$ cat src/rtl/ram_fill_engine.sv
`default_nettype none
// ============================================================================
// Module      : ram_fill_engine
// Description : Memory fill engine. Writes a region of SDRAM/DDR3 with a zero,
//               constant, address or LFSR pattern. Uses a ready/stall
//               handshake, optional gaps between bursts, abort, done pulse.
//               Optional feature macro: RAM_FILL_LFSR_EN (builds the LFSR
//               used by mode 3; without it mode 3 writes zero data).
// Revision    : 1.0 - initial release
// ============================================================================
module ram_fill_engine #(
  parameter int AW    = 25,
  parameter int DW    = 16,
  parameter int CW    = 26,
  parameter int BURST = 8,
  parameter int GAP   = 0
) (
  input  logic          clk_sys,
  input  logic          RESET,
  input  logic          start,
  input  logic          abort,
  input  logic [1:0]    mode,
  input  logic [AW-1:0] base_addr,
  input  logic [CW-1:0] word_count,
  input  logic [DW-1:0] fill_value,
  output logic          busy,
  output logic          done,
  output logic [CW-1:0] words_left,
  output logic [AW-1:0] mem_addr,
  output logic [DW-1:0] mem_din,
  output logic          mem_we,
  input  logic          mem_busy
);

  localparam int BW = (BURST > 1) ? $clog2(BURST) : 1;
  localparam int GW = (GAP > 1) ? $clog2(GAP) : 1;
  localparam logic [BW-1:0] BURST_LAST = BW'(BURST - 1);
  localparam logic [GW-1:0] GAP_LAST   = GW'((GAP > 0) ? GAP - 1 : 0);

  typedef enum logic [1:0] {
    ST_IDLE  = 2'd0,
    ST_WRITE = 2'd1,
    ST_GAP   = 2'd2,
    ST_DONE  = 2'd3
  } state_t;

  state_t        state, state_n;
  logic [AW-1:0] addr_n;
  logic [DW-1:0] din_n;
  logic          we_n, busy_n, done_n;
  logic [CW-1:0] left_n;
  logic [BW-1:0] burst_cnt, burst_n;
  logic [GW-1:0] gap_cnt, gap_n;
  logic [1:0]    mode_q, mode_n;
  logic [DW-1:0] fill_q, fill_n;
  logic          accept;
  logic [31:0]   lfsr_seed;
  logic [31:0]   lfsr_adv;

  // The controller takes the word on any edge where we is up and it is not stalling
  assign accept = mem_we && !mem_busy;

  // Data word for a given mode; address and LFSR are sized to DW by zero-extend/truncate
  function automatic logic [DW-1:0] pattern(input logic [1:0]    m,
                                            input logic [AW-1:0] a,
                                            input logic [DW-1:0] f,
                                            input logic [31:0]   l);
    case (m)
      2'd1:    pattern = f;
      2'd2:    pattern = DW'(a);
      2'd3:    pattern = DW'({l, l});
      default: pattern = '0;
    endcase
  endfunction

`ifdef RAM_FILL_LFSR_EN
  logic [31:0] lfsr;
  logic [31:0] seed_raw;

  // Right-shift Galois step
  function automatic logic [31:0] lfsr_step(input logic [31:0] v);
    lfsr_step = (v >> 1) ^ (v[0] ? 32'h8020_0003 : 32'h0);
  endfunction

  generate
    if (DW >= 32) begin : g_seed_wide
      assign seed_raw = fill_value[31:0];
    end else begin : g_seed_narrow
      assign seed_raw = {{(32-DW){1'b0}}, fill_value};
    end
  endgenerate

  // An all-zero LFSR would lock up, so a zero seed is replaced by 1
  assign lfsr_seed = (seed_raw == 32'h0) ? 32'h1 : seed_raw;
  assign lfsr_adv  = lfsr_step(lfsr);

  // LFSR loads on an accepted start and advances on every accepted write
  always_ff @(posedge clk_sys) begin
    if (!RESET) begin
      lfsr <= 32'h1;
    end else if (state == ST_IDLE && start && !abort && word_count != '0) begin
      lfsr <= lfsr_seed;
    end else if (state == ST_WRITE && accept && !abort) begin
      lfsr <= lfsr_adv;
    end
  end
`else
  assign lfsr_seed = 32'h0;
  assign lfsr_adv  = 32'h0;
`endif

  // Next-state and next-output decode; every output is registered below
  always_comb begin
    state_n = state;
    addr_n  = mem_addr;
    din_n   = mem_din;
    we_n    = mem_we;
    busy_n  = busy;
    done_n  = 1'b0;
    left_n  = words_left;
    burst_n = burst_cnt;
    gap_n   = gap_cnt;
    mode_n  = mode_q;
    fill_n  = fill_q;
    if (abort) begin
      // a write taken on the abort edge still happened, so it is counted
      if (state == ST_WRITE && accept) left_n = words_left - CW'(1);
      state_n = ST_IDLE;
      we_n    = 1'b0;
      busy_n  = 1'b0;
    end else begin
      case (state)
        ST_IDLE: begin
          we_n   = 1'b0;
          busy_n = 1'b0;
          if (start) begin
            if (word_count != '0) begin
              mode_n  = mode;
              fill_n  = fill_value;
              addr_n  = base_addr;
              left_n  = word_count;
              burst_n = '0;
              din_n   = pattern(mode, base_addr, fill_value, lfsr_seed);
              we_n    = 1'b1;
              busy_n  = 1'b1;
              state_n = ST_WRITE;
            end else begin
              done_n  = 1'b1;
              state_n = ST_DONE;
            end
          end
        end
        ST_WRITE: begin
          if (accept) begin
            left_n = words_left - CW'(1);
            addr_n = mem_addr + AW'(1);
            din_n  = pattern(mode_q, addr_n, fill_q, lfsr_adv);
            if (words_left == CW'(1)) begin
              state_n = ST_DONE;
              we_n    = 1'b0;
              busy_n  = 1'b0;
              done_n  = 1'b1;
            end else if (GAP > 0 && burst_cnt == BURST_LAST) begin
              state_n = ST_GAP;
              we_n    = 1'b0;
              burst_n = '0;
              gap_n   = '0;
            end else begin
              burst_n = burst_cnt + BW'(1);
            end
          end
        end
        ST_GAP: begin
          if (gap_cnt == GAP_LAST) begin
            state_n = ST_WRITE;
            we_n    = 1'b1;
          end else begin
            gap_n = gap_cnt + GW'(1);
          end
        end
        ST_DONE: begin
          state_n = ST_IDLE;
          busy_n  = 1'b0;
        end
        default: state_n = ST_IDLE;
      endcase
    end
  end

  // State register
  always_ff @(posedge clk_sys) begin
    if (!RESET) state <= ST_IDLE;
    else        state <= state_n;
  end

  // Registered outputs and working counters
  always_ff @(posedge clk_sys) begin
    if (!RESET) begin
      mem_addr   <= '0;
      mem_din    <= '0;
      mem_we     <= 1'b0;
      busy       <= 1'b0;
      done       <= 1'b0;
      words_left <= '0;
      burst_cnt  <= '0;
      gap_cnt    <= '0;
      mode_q     <= 2'd0;
      fill_q     <= '0;
    end else begin
      mem_addr   <= addr_n;
      mem_din    <= din_n;
      mem_we     <= we_n;
      busy       <= busy_n;
      done       <= done_n;
      words_left <= left_n;
      burst_cnt  <= burst_n;
      gap_cnt    <= gap_n;
      mode_q     <= mode_n;
      fill_q     <= fill_n;
    end
  end

endmodule
`default_nettype wire

$ cat config.mk
export PLATFORM = sky130hd
export DESIGN_NAME = ram_fill_engine
export DESIGN_NICKNAME = d
export VERILOG_FILES = /design/src/rtl/ram_fill_engine.sv
export SDC_FILE = /design/constraint.sdc
export NUM_CORES = 1
export LEC_CHECK = 0
export BUFFER_PORTS_ARGS = -buffer_cell sky130_fd_sc_hd__clkbuf_2
export CAP_MARGIN = 0
export CELL_PAD_IN_SITES_DETAIL_PLACEMENT = 1
export CELL_PAD_IN_SITES_GLOBAL_PLACEMENT = 1
export CORE_AREA = 2 2 141 109
export CTS_BUF_LIST = sky130_fd_sc_hd__clkbuf_8
export DETAILED_ROUTE_END_ITERATION = 8
export DIE_AREA = 0 0 143 111
export PLACE_DENSITY_LB_ADDON = 0.1
export SYNTH_ARGS = -nofsm -noshare
export SYNTH_HDL_FRONTEND = slang
export SYNTH_SLANG_ARGS = --single-unit
$ cat constraint.sdc
create_clock -name clk_sys -period 3 [get_ports clk_sys]
set_input_delay 0.6 -clock clk_sys [delete_from_list [all_inputs] [get_ports clk_sys]]
set_output_delay 0.6 -clock clk_sys [all_outputs]
set_load 0.05 [all_outputs]
* Word level (Yosys, flattened, before mapping)
Index checks and enable logic that the tools add are counted.
** Storage, ports and cells
- Bits in registers :: 91
** Operators by class
- Reductions and logical operators :: 17
- Add/sub/neg operators :: 3
- Eq/ne operators :: 17
- Muxes and demuxes :: 35
- Bitwise operators :: 2
** Operators with widths (count)
- 26-bit two-way mux :: 5
- 16-bit one-hot mux with 2 select lines :: 3
- 25-bit two-way mux :: 3
- 26-bit one-hot mux with 2 select lines :: 1
- 25-bit one-hot mux with 2 select lines :: 1
- 16-bit two-way mux :: 3
- 26-bit by 1-bit equality test with 1-bit output, second input constant :: 1
- 26-bit nonzero test :: 1
- 26-bit by 1-bit subtractor with 26-bit output, second input constant :: 1
- 25-bit by 1-bit adder with 25-bit output, second input constant :: 1
- 4-bit AND reduction :: 3
- 1-bit two-way mux :: 10
- 2-bit two-way mux :: 5
- 5-bit AND reduction :: 2
- 3-bit != test, second input constant :: 3
- 3-bit nonzero test :: 3
- 2-bit equality test, second input constant :: 4
- 2-bit != test, second input constant :: 4
- 2-bit one-hot mux with 4 select lines :: 1
- 2-bit by 1-bit equality test with 1-bit output, second input constant :: 3
- 1-bit one-hot mux with 3 select lines :: 2
- 2-bit by 1-bit != test with 1-bit output, second input constant :: 2
- 3-bit AND reduction :: 1
- 1-bit logical AND :: 2
- 8 further kinds :: 9

* Logic depth before layout (Yosys ltp)
- Depth in word-level cells :: 5
- Gate-level depth with buffers :: 10
- Depth with buffers taken out :: 7

* Worst setup path before layout
OpenSTA, ideal clock, no wires.
- Path kind :: flip-flop to flip-flop
- From :: reg mem_addr[1]
- To :: reg mem_addr[18]
- Slack :: 377 ps
- Stages on the path, launching flop included :: 8
- Data arrival time :: 2547 ps
- Required time :: 2925 ps
- Library setup time :: 75 ps
- Path through :: dfxtp_1 ha_1 clkbuf_1 nand3_1 nor4_1 nand3_1 o31a_1 o22ai_1
** Between the ends
- Cells in the longest elaborated chain, start to end :: 3
** RTL lines
- start, declared :: RTL line 29 : output logic [AW-1:0] mem_addr,
- start signal, assigned :: RTL line 210 : mem_addr <= addr_n;
- 25-bit by 1-bit adder with 25-bit output :: RTL line 156 : addr_n = mem_addr + AW'(1);
- 25-bit two-way mux :: RTL line 154 : if (accept) begin
- 25-bit one-hot mux with 2 select lines :: RTL line 132 : case (state)
Every way passes these cells. The select of a mux whose other input is x is not followed.
A chain may end at the register's enable or synchronous reset.

* Final worst setup path
- From :: reg state[0]
- To :: reg mem_addr[18]
** Between the ends
- Cells in the longest elaborated chain, start to end :: 3
- Elaborated cells on any way between the ends :: 8
** RTL lines
- start, declared :: RTL line 47 : state_t state, state_n;
- start signal, assigned :: RTL line 193 : else state <= state_n;
- 2-bit by 1-bit equality test with 1-bit output / 2-bit zero test (equally long branches) :: RTL line 132
- 2-bit != test (no line) / 2-bit nonzero test (equally long branches)
- 5-bit AND reduction (no line)
Several ways; a longest one is shown, not always the timed one.

==> reports/qor.yml <==
detailed_routing:
  drc: 0
  drt-total-wl_um: 22050
  firstDrtPassIters: 8
  vias_per_cell: 5.984
  routedWlPerCell_um: 20.25
  num_vias: 6517
  postRouteAntennaNets: 0
  drt_iter0_drc: 531
cts:
  cts_buffers: 9
  cts_root_buf: "clkbuf_8"
  cts_setup_buffers: 0
  cts_htree_levels: 3
  cts.sinks: 90
  cts_tree: "built"
  clkLatencyLatePin_ps: 390
  clk_path_buf_depth: 2
  hold_buffers: 0
  path_clk_slew_ps: 100
  cts-resized-gates: 0
placed_design:
  gp_congestion: 0.8788
  portBuffers: 143
  dp_hpwl_um: 16080
logic_synthesis:
  avgSynthCellArea_um2: 7.358
  ys_types: 59
  synth_enable_flop_cells: 0
  ys_warn_count: 0
  ys_seq_area_frac: 0.3239
  syn-num-nets: 843
  synthCells: 756
  synthFlopType: "dfxtp_1"
  syn-cell-area_mm2: 0.005563
  postSynth.asyncResetShare: 0
  synth_seq_cells: 90
worst_hold_path:
  hold_class: "primary input to flip-flop"
critical_path:
  worstSetupPathType: "flip-flop to flip-flop"
  end_kind: "flip-flop"
  start_kind: "flip-flop"
  cpMaxStageDelayCell: "dfxtp_1"
  path_buf_inv: 2
  worstPathRequired_ps: 3310
  cp_slowest_stage_delay_ps: 420
  crit_chain: "inv_1 > ha_1 > nor2b_1 > a2111oi_0 > buf_4 > o21a_1 > nand2_1 > o22ai_1"
  cp.arrival_ps: 3010
  critical-path-top-delay-family: "compound AO/OA/AOI/OAI gates"
  cp_max_fo: 11
timing:
  setup_viol: 0
  fin_setup_tns_ps: 0
  worst_clock_skew_ps: 10.13
  drv_slew: 0
  rsz0062_at_grt: "no"
  tightestPinTransition_ps: 798.8
  post-route-period-util: 0.9012
  period_minus_slack_ps: 2704
  finalHoldViolations: 0
  relSlewSlack: 0.4655
  timing.fmax_mhz: 369.9
floorplan:
  die_width_um: 143
  ios: 144
  die_h_um: 111
  core.rowCount: 39
  core_mm2: 0.01469
  die_area_mm2: 0.01587
  start_util: 0.3787
grt:
  grt_pass1_wl_um: 34690
  grt_max_degree: 53
  antenna_found_initial: 0
  grt_pass1_vias: 6365
  grtUsageTotal: 0.2760
  globalRouteOverflowTotal: 0
final_layout:
  fill_cells: 1906
  final_cell_mix: "clkbuf_2, nand2_1, dfxtp_1"
  layout_commonest_cell: "clkbuf_2"
  fin_nets: 966
  area_growth_pct: 22.00
  drive_gt1_frac: 0.2229
  antenna_cells: 0
pwr:
  pwr_density_cell_mw_per_mm2: 550.0
  vdd.ir_drop.worst_uv: 264.1
  leakage_nw: 2.726
  combPwrFrac: 0.354
  switching_share: 0.4096
  p_int_mw: 2.204
  power.switching_mw: 1.529
  seq_power_share: 0.376
  p_clk_frac: 0.270
  power_mw: 3.733
run_status:
  outcome: "finished, final reports clean"
run:
  maxCapViolCount: 0
-- sequential cells by signal, summed over array words and instances, names as in the netlist --
signal / count
mode_q: 2
state: 2
mem_we: 1
fill_q: 16
done: 1
busy: 1
words_left: 26
mem_din: 16
mem_addr: 25
-- power by group through the flow --
stage	Clock [mW]	Sequential [mW]	Combinational [mW]
finish	1.01	1.40	1.32
global route	1.07	1.42	1.42
CTS	1.03	1.40	1.31
detailed placement	0	1.43	1.30
global placement	0	1.42	1.27
floorplan	0	1.66	0.619
-- worst paths after layout --
| path | cells past startpoint | start | endpoint | slack, ps |
|---|---|---|---|---|
| setup / recovery | 8 | state[0] | mem_addr[18] | 300 |
| hold / removal | 3 | fill_value[13] | fill_q[13] | 430 |
| setup reg to reg | 8 | state[0] | mem_addr[18] | 300 |
| hold reg to reg | 2 | fill_q[10] | fill_q[10] | 460 |
-- final cells by class --
type,instances,area (um2),area share
sequential,90,1802,0.2655
clock buffer,10,137.6,0.02028
tap,205,256.5,0.03779
clock inverter,6,93.84,0.01383
timing repair buffer,171,950.9,0.1401
inverter,16,60.06,0.008850
multi-input combinational,591,3486,0.5136
-- cell families (layout without fill, tap and decap cells) --
logic type	Yosys count	in the layout	share of synthesized area
muxes	4	4	0.007198
DFF	90	90	0.3239
xor gates and xnor gates	13	13	0.02047
AOI/OAI and AO/OA	264	264	0.3059
buffers and inverters	75	203	0.05150
adders and majority gates	13	13	0.02924
and+or+nand+nor	297	297	0.2618
-- routing by layer --
metal / vias up / GRT usage / wire length, um
li1: 3053 / - / -
met2: 210 / 0.4086 / 9552
met3: 27 / 0.06479 / 1443
met4: 0 / 0.06667 / 323
met1: 3227 / 0.4033 / 10730
met5: - / 0 / 0
-- synthesized netlist by cell type, drive strengths merged, types with 6 or more instances --
cell,count,area share
nand3,20,0.018
a22oi,17,0.023
nor3b,6,0.0081
o22ai,20,0.022
xnor2,10,0.016
a21oi,82,0.074
o32ai,8,0.013
nor3,19,0.017
a22o,11,0.017
inv,15,0.010
nor2b,9,0.010
clkbuf,56,0.038
ha,13,0.029
and2,11,0.012
o211ai,6,0.0081
nor2,42,0.028
nand2b,7,0.0079
a222oi,10,0.018
nand4,14,0.016
o31a,6,0.0097
o21ai,56,0.050
or4,8,0.011
nand2,122,0.082
dfxtp,90,0.32
o21a,8,0.011
nor4,21,0.024
-- worst min-delay path, delay by kind of cell --
kind	cells	cell delay [ps]
AO/OA/AOI/OAI	1	50
buffers and inverters	1	90
AND/OR/NAND/NOR	1	50
-- stage by stage --
step | instance area [um2] | hold WS, ps | setup slack, ps | instances | utilization
final | 6787 | 434.4 | 296.5 | 1089 | 0.4621
after CTS | 6787 | 414.9 | 324.2 | 1089 | 0.4621
after floorplan | 5563 | 435.7 | 377.5 | 756 | -
after global placement | 6555 | 440.6 | 429.5 | 1073 | 0.4463
after detailed placement | 6555 | 452.9 | 357.0 | 1073 | 0.4463
after global routing | 6787 | 425.7 | 52.57 | 1089 | 0.4621
(Power assumes the default switching activity.)
